### config.mk
export PLATFORM = sky130hd
export DESIGN_NAME = alu_pipe
export DESIGN_NICKNAME = d
export VERILOG_FILES = /design/src/rtl/alu_pipe.sv
export SDC_FILE = /design/constraint.sdc
export NUM_CORES = 1
export LEC_CHECK = 0
export CAP_MARGIN = 20
export CORE_MARGIN = 10
export CORE_UTILIZATION = 31
export CTS_CLUSTER_DIAMETER = 50
export DETAILED_ROUTE_END_ITERATION = 10
export SLEW_MARGIN = 30
export SYNTH_ARGS = -nofsm -noshare
export SYNTH_HDL_FRONTEND = slang
export SYNTH_SLANG_ARGS = --single-unit
### constraint.sdc
create_clock -name i_clk -period 8 [get_ports i_clk]
set_clock_uncertainty 0.2 [all_clocks]
set_input_delay 0.8 -clock i_clk [delete_from_list [all_inputs] [get_ports i_clk]]
set_output_delay 0.8 -clock i_clk [all_outputs]
set_load 0.02 [all_outputs]
### src/rtl/alu_pipe.sv
// Pipelined 32-bit ALU with a sequential shift-add multiplier and a small result queue.
// Results carry {E,V,C,N,Z} flags; E is a sticky error bit copied into each pushed entry.
module alu_pipe #(
  parameter int FIFO_DEPTH = 2
) (
  input  logic        i_clk,
  input  logic        i_rst_n,
  input  logic [1:0]  i_input_op,
  input  logic        i_data_valid,
  input  logic [31:0] i_data,
  input  logic [1:0]  i_output_op,
  input  logic        i_result_empty,
  output logic        o_result_valid,
  output logic [31:0] o_result,
  output logic [4:0]  o_result_flags
);

  localparam int PTR_W = (FIFO_DEPTH > 1) ? $clog2(FIFO_DEPTH) : 1;
  localparam int CNT_W = PTR_W + 1;

  typedef enum logic {IDLE, MUL_BUSY} state_t;

  state_t            state_reg;
  logic [31:0]       a_reg, b_reg;
  logic [3:0]        last_op_reg;
  logic [63:0]       mul_a_reg, acc_reg;
  logic [31:0]       mul_b_reg;
  logic [5:0]        mul_cnt_reg;
  logic              e_reg;
  logic              pend_valid_reg;
  logic [31:0]       pend_lo_reg;
  logic [3:0]        pend_flags_reg;
  logic [PTR_W-1:0]  wr_ptr_reg, rd_ptr_reg;
  logic [CNT_W-1:0]  count_reg;

  logic              trig, busy, is_clr, busy_err, accept, illegal, alu_go, mul_go;
  logic [3:0]        trig_code;
  logic [31:0]       op_b, diff, alu_lo;
  logic [32:0]       sum33;
  logic              alu_c, alu_v;
  logic              mul_done, push_req, push, pop, full, empty, overflow;
  logic [68:0]       push_entry, head;
  logic [68:0]       entry_q [FIFO_DEPTH];

  // Op 3 re-issues the last opcode against the B value written on the same edge.
  assign trig      = i_data_valid && i_input_op[1];
  assign trig_code = (i_input_op == 2'd2) ? i_data[3:0] : last_op_reg;
  assign op_b      = (i_input_op == 2'd3) ? i_data : b_reg;
  assign busy      = (state_reg == MUL_BUSY);
  assign is_clr    = trig && (trig_code == 4'd15);
  assign busy_err  = trig && busy && !is_clr;
  assign accept    = trig && !busy && !is_clr;
  assign illegal   = accept && (trig_code >= 4'd9);
  assign alu_go    = accept && !trig_code[3];
  assign mul_go    = accept && (trig_code == 4'd8);

  assign sum33 = {1'b0, a_reg} + {1'b0, op_b};
  assign diff  = a_reg - op_b;

  always_comb begin
    alu_lo = '0;
    alu_c  = 1'b0;
    alu_v  = 1'b0;
    case (trig_code[2:0])
      3'd0: begin
        alu_lo = sum33[31:0];
        alu_c  = sum33[32];
        alu_v  = (a_reg[31] == op_b[31]) && (sum33[31] != a_reg[31]);
      end
      3'd1: begin
        alu_lo = diff;
        alu_c  = (a_reg < op_b);
        alu_v  = (a_reg[31] != op_b[31]) && (diff[31] != a_reg[31]);
      end
      3'd2: alu_lo = a_reg & op_b;
      3'd3: alu_lo = a_reg | op_b;
      3'd4: alu_lo = a_reg ^ op_b;
      3'd5: alu_lo = a_reg << op_b[4:0];
      3'd6: alu_lo = a_reg >> op_b[4:0];
      3'd7: alu_lo = $signed(a_reg) >>> op_b[4:0];
    endcase
  end

  // A MUL push and an ALU push can never land on the same edge: triggers are refused while busy.
  assign mul_done   = busy && (mul_cnt_reg == 6'd32);
  assign push_req   = pend_valid_reg || mul_done;
  assign push_entry = mul_done
                    ? {e_reg, 1'b0, (acc_reg[63:32] != 32'd0), acc_reg[31], (acc_reg[31:0] == 32'd0), acc_reg}
                    : {e_reg, pend_flags_reg, 32'd0, pend_lo_reg};

  assign empty    = (count_reg == '0);
  assign full     = (count_reg == CNT_W'(FIFO_DEPTH));
  assign pop      = i_result_empty && !empty && !i_output_op[1];
  assign push     = push_req && (!full || pop) && !is_clr;
  assign overflow = push_req && full && !pop;

  genvar gi;
  generate
    for (gi = 0; gi < FIFO_DEPTH; gi++) begin : g_entry
      logic [68:0] entry_reg;
      always_ff @(posedge i_clk) begin
        if (push && (wr_ptr_reg == PTR_W'(gi)))
          entry_reg <= push_entry;
      end
      assign entry_q[gi] = entry_reg;
    end
  endgenerate

  always_ff @(posedge i_clk or negedge i_rst_n) begin
    if (!i_rst_n) begin
      state_reg      <= IDLE;
      a_reg          <= '0;
      b_reg          <= '0;
      last_op_reg    <= 4'd0;
      mul_a_reg      <= '0;
      mul_b_reg      <= '0;
      acc_reg        <= '0;
      mul_cnt_reg    <= '0;
      e_reg          <= 1'b0;
      pend_valid_reg <= 1'b0;
      pend_lo_reg    <= '0;
      pend_flags_reg <= '0;
      wr_ptr_reg     <= '0;
      rd_ptr_reg     <= '0;
      count_reg      <= '0;
    end else begin
      if (i_data_valid && (i_input_op == 2'd0))
        a_reg <= i_data;
      if (i_data_valid && i_input_op[0])
        b_reg <= i_data;
      if (trig && (i_input_op == 2'd2) && !busy_err)
        last_op_reg <= i_data[3:0];

      pend_valid_reg <= alu_go;
      if (alu_go) begin
        pend_lo_reg    <= alu_lo;
        pend_flags_reg <= {alu_v, alu_c, alu_lo[31], (alu_lo == 32'd0)};
      end

      if (is_clr) begin
        state_reg  <= IDLE;
        e_reg      <= 1'b0;
        wr_ptr_reg <= '0;
        rd_ptr_reg <= '0;
        count_reg  <= '0;
      end else begin
        e_reg <= e_reg | busy_err | illegal | overflow;
        if (push)
          wr_ptr_reg <= wr_ptr_reg + PTR_W'(1);
        if (pop)
          rd_ptr_reg <= rd_ptr_reg + PTR_W'(1);
        count_reg <= count_reg + CNT_W'(push) - CNT_W'(pop);

        case (state_reg)
          IDLE: begin
            if (mul_go) begin
              mul_a_reg   <= {32'd0, a_reg};
              mul_b_reg   <= op_b;
              acc_reg     <= '0;
              mul_cnt_reg <= '0;
              state_reg   <= MUL_BUSY;
            end
          end
          MUL_BUSY: begin
            if (mul_done) begin
              state_reg <= IDLE;
            end else begin
              if (mul_b_reg[0])
                acc_reg <= acc_reg + mul_a_reg;
              mul_a_reg   <= mul_a_reg << 1;
              mul_b_reg   <= mul_b_reg >> 1;
              mul_cnt_reg <= mul_cnt_reg + 6'd1;
            end
          end
          default: state_reg <= IDLE;
        endcase
      end
    end
  end

  assign head           = entry_q[rd_ptr_reg];
  assign o_result_valid = !empty;
  assign o_result_flags = empty ? 5'd0 : head[68:64];

  always_comb begin
    o_result = '0;
    case (i_output_op)
      2'd0: o_result = empty ? 32'd0 : head[31:0];
      2'd1: o_result = empty ? 32'd0 : head[63:32];
      2'd2: o_result = a_reg;
      2'd3: o_result = b_reg;
    endcase
  end

endmodule
* Yosys cells after proc, flatten, opt, wreduce, memory -nomap -nowiden
Cells that the tools add are included.
Storage, ports and cells: latch bits 0, logic and storage cells 145, memories 0, flip-flop bits (word level) 415, input bits 40, bits in read-only memories 0, bits in writable memories 0
Cells by class: eq/ne operators 23, muxes and demuxes 36, shift-type cells 3, $mul 0, $lt $le $gt $ge 3, bitwise logic cells 10, divide/modulo/power cells 0, add/subtract/negate cells 8, reduce and logical (&&, ||, !) cells 45
Operators by type and width (number):
- 64-bit 2-to-1 mux | 5
- 32-bit case mux with 8 select lines | 1
- 64-bit case mux with 2 select lines | 2
- 69-bit 2-to-1 mux | 3
- 32-bit 2-to-1 mux | 5
- 32-bit case mux with 4 select lines | 1
- 68-bit 2-to-1 mux | 1
- 64-bit adder | 1
- 32-bit zero test | 2
- 32-bit case mux with 2 select lines | 1
- 32-bit by 32-bit adder with 33-bit output | 1
- 32-bit AND | 1
- 32-bit less-than comparator | 1
- 32-bit bitwise OR | 1
- 32-bit nonzero test | 1
- 32-bit by 5-bit left shift with 32-bit output | 1
- 32-bit by 5-bit right shift with 32-bit output | 1
- 32-bit by 5-bit >>> shifter with 32-bit output | 1
- 32-bit subtractor | 1
- 32-bit XOR | 1
- 1-bit logical AND | 24
- 3-bit equality test, second input constant | 4
- 6-bit 2-to-1 mux | 2
- 6-bit case mux with 2 select lines | 1
- 31 further kinds | 65

* Longest topological paths before layout
Gate-level depths: netlist of the first run.
word-level depth 10, mapped depth 25, mapped depth without buffers 18

* Least setup slack after synthesis of the first run
OpenSTA, ideal clock, no wires.
kind input -> register, start point input port i_input_op[0], end point register g_entry[0].entry_reg[0], enable pin, slack 2.546 ns, library setup time 0.495 ns, data required time 7.305 ns, stages on the path 7, arrival 4.759 ns, cells stage by stage buf_6 > nand2b_4 > mux2_2 > buf_2 > nand2_1 > o21ai_0 > nor2_1
Between the ends: longest elaborated chain between the ends 7
Ends and longest elaborated chain:
- start: declaration | line 8 | input logic [1:0] i_input_op,
- 2-bit equality test | line 47 | assign trig_code = (i_input_op == 2'd2) ? i_data[3:0] : last_op_reg;
- 4-bit 2-to-1 mux | line 47
- 4-bit equality test | line 50 | assign is_clr = trig && (trig_code == 4'd15);
- 1-bit logical AND | line 50
- 1-bit zero test | line 94 | assign push = push_req && (!full || pop) && !is_clr;
- 1-bit logical AND | line 94
- 1-bit logical AND | line 102 | if (push && (wr_ptr_reg == PTR_W'(gi)))
- end signal: assignment | line 103 | entry_reg <= push_entry;
- end: declaration | line 100 | logic [68:0] entry_reg;
Every way passes these cells. A chain may end at the register's enable or synchronous reset.

* Final worst setup path of the first run
start point input port i_input_op[1], end point register pend_flags_reg[0]
Between the ends: longest elaborated chain between the ends 7, elaborated cells on any way between the ends 30, those cells by class 2 x add/sub; 10 x eq/ne; 3 x shift; 3 x mux; 3 x bitwise; 9 x reduce/logical
Ends and longest elaborated chain:
- branches (longest 7 deep; another with 32-bit subtractor)
- end signal: assignment | line 137 | pend_flags_reg <= {alu_v, alu_c, alu_lo[31], (alu_lo == 32'd0)};
- end: declaration | line 32 | logic [3:0] pend_flags_reg;
Several ways; the timed one is not identified.

==> results of run 1 <==
[worst min-delay path, stage by stage (launching register included)]
cell and delay [ps]:
dfrtp_1 340, nand2_1 40, o21ai_0 60
[cell families (layout without fill, tap and decap cells)]
kind of cell / after synthesis / count (layout) / synth area share, %
DFF: 412 / 412 / 36.1
xor gates and xnor gates: 86 / 86 / 2.48
buffers and inverters: 357 / 394 / 4.88
adders and majority gates: 160 / 160 / 6.63
AOI/OAI and AO/OA: 1113 / 1113 / 24.0
and+or+nand+nor: 1180 / 1180 / 17.5
other: 0 / 1 / 0
muxes: 231 / 231 / 8.30
[cell usage after synthesis, drive strengths merged (20+ instances only)]
| cell type | n | share of area [%] |
|---|---|---|
| nor2 | 239 | 3.0 |
| a22oi | 59 | 1.5 |
| o211ai | 34 | 0.84 |
| a31oi | 34 | 0.70 |
| nand3 | 113 | 1.9 |
| nor3 | 68 | 1.1 |
| o21bai | 22 | 0.54 |
| mux2i | 110 | 3.7 |
| a211oi | 46 | 1.2 |
| a21o | 48 | 1.2 |
| ha | 158 | 6.5 |
| nand4 | 25 | 0.51 |
| o21a | 23 | 0.57 |
| mux2 | 117 | 4.3 |
| nor2b | 22 | 0.45 |
| o31ai | 20 | 0.54 |
| nand2 | 538 | 6.6 |
| and3 | 22 | 0.47 |
| dfrtp | 276 | 23 |
| xnor2 | 51 | 1.5 |
| clkbuf | 150 | 1.9 |
| o21ai | 308 | 5.1 |
| inv | 124 | 1.5 |
| and2 | 50 | 1.0 |
| xor2 | 35 | 1.0 |
| buf | 82 | 1.5 |
| a221oi | 51 | 1.5 |
| a21oi | 242 | 4.0 |
| nor4 | 38 | 0.80 |
| o22ai | 34 | 0.70 |
| edfxtp | 136 | 13 |
[cell type report]
cell class	instances	area, um2	share of cell area [%]
inverter	125	472	1.37
antenna	1	2.50	0.00726
multi-input combinational	2770	18000	52.3
clock inverter	35	334	0.970
clock buffer	69	1540	4.48
sequential	412	11000	31.9
tap	1276	1600	4.63
timing repair buffer	165	1490	4.31
[power groups by stage]
stage	Clock [mW]	Combinational [mW]	Sequential, mW
2_1_floorplan	0	3.95	3.04
3_3_place_gp	0	5.87	3.37
3_5_place_dp	0	5.88	3.37
4_1_cts	2.57	5.91	3.34
5_1_grt	2.66	6.48	3.41
6_report	2.52	6.04	3.36
[what timing repair did]
| action | CTS | global route |
|---|---|---|
| hold buffers | 1 | 0 |
| hold endpoints to repair | 41 | 0 |
| setup buffers | 0 | 0 |
| gates resized for setup | 0 | 0 |
[layer usage]
| layer | wire, um | share of wire [%] |
|---|---|---|
| met5 | 103 | 0.077 |
| met4 | 5400 | 4.0 |
| met3 | 12400 | 9.2 |
| met2 | 57600 | 43 |
| met1 | 59100 | 44 |
[per-stage QoR]
stage	area [um2]	std cells	setup slack [ps]	hold slack (ps)	util, %
2_1_floorplan	30400	3539	2550	239	-
3_3_place_gp	32500	4746	1050	260	33.5
3_5_place_dp	32600	4747	1190	264	33.6
4_1_cts	34400	4852	1830	283	35.5
5_1_grt	34400	4852	1400	300	35.5
6_report	34400	4853	1690	277	35.5
[how the worst min path moves through the flow]
stage                                  startpoint                            end  slack (ps)  depth (start not counted)
finish                  mul_b_reg[28]$_DFFE_PN0P_      mul_b_reg[28]$_DFFE_PN0P_         280                          2
global route            mul_b_reg[27]$_DFFE_PN0P_      mul_b_reg[27]$_DFFE_PN0P_         300                          2
CTS                     mul_b_reg[28]$_DFFE_PN0P_      mul_b_reg[28]$_DFFE_PN0P_         280                          2
detailed placement    pend_lo_reg[14]$_DFFE_PN0P_    pend_lo_reg[14]$_DFFE_PN0P_         260                          2
global placement      pend_lo_reg[17]$_DFFE_PN0P_    pend_lo_reg[17]$_DFFE_PN0P_         260                          2
floorplan           pend_flags_reg[0]$_DFFE_PN0P_  pend_flags_reg[0]$_DFFE_PN0P_         240                          2
==> results_dict.tcl, run 1 <==
set metrics [dict create \
    crit_family "compound AO/OA/AOI/OAI gates" \
    rsz0062_at_grt "no" \
    synth_enable_flop_cells 136 \
    pin_count 78 \
    cts_buffers 56 \
    clockBufferDepth 3 \
    grtUsageTotal_pct 23.3 \
    p_leak_nw 14.3 \
    power.density_nw_per_um2 346 \
    gr-max-usage-layer "met2" \
    crit_path_frequent_cell "nor4b_1" \
    max_slew_margin_pct 32.9 \
    grt_pass1_vias 27900 \
    p_seq_share_pct 28.2 \
    setup_viol 0 \
    grtUsageMet3_pct 6.06 \
    ant_nets 0 \
    syn_area_um2 30400 \
    drc 0 \
    startpoint "i_input_op[1]" \
    vias 28900 \
    path_depth 20 \
    worstSetupEndpointType "flip-flop" \
    tns_ps 0 \
    met2_usage_pct 35.2 \
    largest_register_ff_count 136 \
    h-tree-depth 2 \
    cts_sinks 412 \
    clock.fmax_ghz 0.159 \
    regToRegEndpoint "pend_flags_reg[0]$_DFFE_PN0P_" \
    crit_type "in -> reg" \
    switching_share_pct 47.5 \
    cts_tree "yes" \
    cp.arrival_ps 6690 \
    initialDrtViolationCount 3218 \
    worst_slew_pin_slew_ps 1010 \
    wl_mm 135 \
    drive_above_1_share_pct 10.4 \
    finalCritPeriodShare_pct 78.8 \
    dieWidth_um 333 \
    wl_per_cell_um 27.7 \
    root_buffer "clkbuf_16" \
    outcome "finished clean" \
    use_met1_pct 31.6 \
    clkLatencyLatePin_ps 650 \
    min_path_type "reg -> reg" \
    cp-endpoint "pend_flags_reg[0]$_DFFE_PN0P_" \
    timing.rr.start "b_reg[0]$_DFFE_PN0P_" \
    antenna_found_initial 11 \
    r2r_cells 18 \
    critPathLaunchType "primary input" \
    yosysWarnings 0 \
    io_buffers 77 \
    final_cell_mix "nand2_1, o21ai_0, dfrtp_1" \
    drv_slew 0 \
    syn_nets 3739 \
    dr.pass1.iters 6 \
    async_flop_share_pct 67.0 \
    pwr-share-comb_pct 50.7 \
    fin_nets 3730 \
    power_switching_mw 5.66 \
    cp_slowest_cell "a211oi_1" \
    globalRouteOverflowTotal 0 \
    initial_core_util_pct 31.3 \
    fillers 10000 \
    cap_violations 0 \
    grt_pass1_wl_mm 195 \
    crit_chain "clkdlybuf4s50_1 -> buf_4 -> a21bo_1 -> nand2_2 -> ha_1 -> inv_1 -> fa_1 -> nand2b_1 -> a211oi_1 -> o221ai_1 -> o211ai_1 -> a31oi_1 -> nor4b_1 -> nor3_1 -> xor2_1 -> a21oi_1 -> o21ai_0 -> nor4b_1 -> nand4_1 -> nand2_1" \
    max-vdd-ir-drop_mv 0.254 \
    pwr-share-clk_pct 21.1 \
    final_common_cell "nand2_1" \
    p_int_mw 6.26 \
    grt_max_degree 159 \
    critPathBufInv 3 \
    cpPeakStageDelay_ps 540 \
    crit_fanout 26 \
    period_needed_ps 6310 \
    clk_pin_slew_ps 50 \
    dieArea_um2 111000 \
    hold_violations 0 \
    ys.flop_type "dfrtp_1" \
    core-area_um2 97000 \
    place_hpwl_mm 101 \
    std_cell_rows 114 \
    yosysUniqueCellTypes 100 \
    p_total_mw 11.9 \
    syn-instance-count 3539 \
    synth-seq-area-share_pct 36.1 \
    routabilityCongestion 1.03 \
    timing.reg2reg.setup_slack_ps 2020 \
    syn2layout_area_growth_pct 13.3 \
    worstPathRequired_ps 8380 \
    avgSynthCellArea_um2 8.59 \
    avgViaCountPerCell 5.95 \
    fp.dieH_um 333 \
    synth-seq-cells 412 \
]
Power figures use the tool's default switching activity.
==> inputs of run 2 (changes only) <==
==> constraint.sdc (replaced) <==
create_clock -name i_clk -period 5.1 [get_ports i_clk]
set_clock_uncertainty 0.2 [all_clocks]
set_input_delay 0.51 -clock i_clk [delete_from_list [all_inputs] [get_ports i_clk]]
set_output_delay 0.51 -clock i_clk [all_outputs]
set_load 0.02 [all_outputs]
==> results_dict.tcl, run 2 (synthesis gave the netlist of run 1 again) <==
set metrics [dict create \
    outcome "finished clean" \
    rsz0062_at_grt "no" \
    std_cell_rows 114 \
    worst_slew_pin_slew_ps 935 \
    initialDrtViolationCount 3505 \
    root_buffer "clkbuf_16" \
    clk_pin_slew_ps 60 \
    pin_count 78 \
    p_total_mw 20.9 \
    max-vdd-ir-drop_mv 0.362 \
    wl_per_cell_um 27.4 \
    min_path_type "reg -> reg" \
    wl_mm 146 \
    grt_pass1_vias 29800 \
    drive_above_1_share_pct 20.7 \
    finalCritPeriodShare_pct 93.9 \
    crit_type "in -> reg" \
    p_int_mw 11.3 \
    dr.pass1.iters 6 \
    setup_viol 0 \
    crit_fanout 23 \
    p_leak_nw 16.7 \
    r2r_cells 18 \
    power_switching_mw 9.57 \
    globalRouteOverflowTotal 0 \
    grt_max_degree 159 \
    avgViaCountPerCell 5.77 \
    ant_nets 0 \
    period_needed_ps 4790 \
    syn2layout_area_growth_pct 25.8 \
    largest_register_ff_count 136 \
    cts_tree "yes" \
    setup_slack_ps 311 \
    h-tree-depth 2 \
    fp.dieH_um 333 \
    worstSetupEndpointType "flip-flop" \
    final_common_cell "nand2_1" \
    fin_nets 4195 \
    placed_area_um2 36200 \
    clockBufferDepth 3 \
    final_area_um2 38200 \
    pwr-share-clk_pct 20.4 \
    cts_sinks 412 \
    io_buffers 77 \
    p_seq_share_pct 24.4 \
    vias 30700 \
    initial_core_util_pct 31.3 \
    clock.fmax_ghz 0.209 \
    grtUsageTotal_pct 25.3 \
    core-area_um2 97000 \
    antenna_found_initial 5 \
    fin_util_pct 39.4 \
    final_cell_mix "nand2_1, buf_4, o21ai_0" \
    dieWidth_um 333 \
    clkLatencyLatePin_ps 670 \
    drv_slew 0 \
    hold_violations 0 \
    power.density_nw_per_um2 547 \
    routabilityCongestion 1.02 \
    switching_share_pct 45.8 \
    dp_slack_ps -251 \
    place_inst 5214 \
    ctsResizeCount 0 \
    hold_depth 2 \
    tns_ps 0 \
    place_hpwl_mm 114 \
    whs_ps 276 \
    cts_buffers 54 \
    dieArea_um2 111000 \
    fin_cells 5317 \
    max_slew_margin_pct 35.9 \
    worstPathRequired_ps 5500 \
    cts.hold.buffers_added 1 \
    cp.arrival_ps 5190 \
    cap_violations 0 \
    grt_pass1_wl_mm 211 \
    pwr-share-comb_pct 55.2 \
    drc 0 \
    cts_setup_buffers 0 \
    critPathLaunchType "primary input" \
]
-- run 2: path summary, 6_finish.rpt --
check / slack, ps / start / end
setup reg to reg: 340 / b_reg[4]$_DFFE_PN0P_ / pend_flags_reg[0]$_DFFE_PN0P_
min in group asynchronous: 290 / i_rst_n / mul_a_reg[59]$_DFFE_PN0P_
hold reg to reg: 280 / mul_b_reg[29]$_DFFE_PN0P_ / mul_b_reg[29]$_DFFE_PN0P_
max in group asynchronous: 3290 / i_rst_n / acc_reg[33]$_DFFE_PN0P_
hold / removal: 280 / mul_b_reg[29]$_DFFE_PN0P_ / mul_b_reg[29]$_DFFE_PN0P_
setup / recovery: 310 / i_input_op[0] / pend_flags_reg[0]$_DFFE_PN0P_
-- run 2: layer usage --
layer	GRT usage, %	up-vias	wire length [um]
li1	-	14000	-
met1	34.6	15200	63700
met2	39.7	1297	64500
met3	4.99	243	12400
met4	8.39	8	5160
met5	0	-	55
-- run 2: power groups by stage --
stage                     combinational [mW]  sequential [mW]  clock, mW
after floorplan                         6.19             4.77          0
after global placement                  11.2             5.13          0
after detailed placement                11.2             5.14          0
after CTS                               11.3             5.09       4.33
after global routing                    12.3             5.20       4.44
final                                   11.5             5.11       4.26
-- run 2: area by class of cell --
type                            instances  area [um2]
Antenna cell                            1        2.50
Sequential cell                       412       11000
Clock buffer                           57        1370
Timing Repair Buffer                  632        5180
Inverter                              125         472
Multi-Input combinational cell       2770       18000
Fill cell                            9769       58700
Tap cell                             1276        1600
Clock inverter                         44         619
-- run 2: worst max-delay path, stage by stage --
cell and delay, ps:
clkdlybuf4s50_1 420, buf_4 180, a21bo_1 210, nand2_2 80
buf_4 380, ha_1 260, inv_1 50, ha_1 190
a32o_1 270, o211a_1 240, buf_4 150, o31ai_4 280
mux2i_1 120, nor3_1 420, nand3_1 240, nor4_1 300
and4_1 220, and4bb_1 200, and4_1 240, nand4_1 110
nand2_1 80
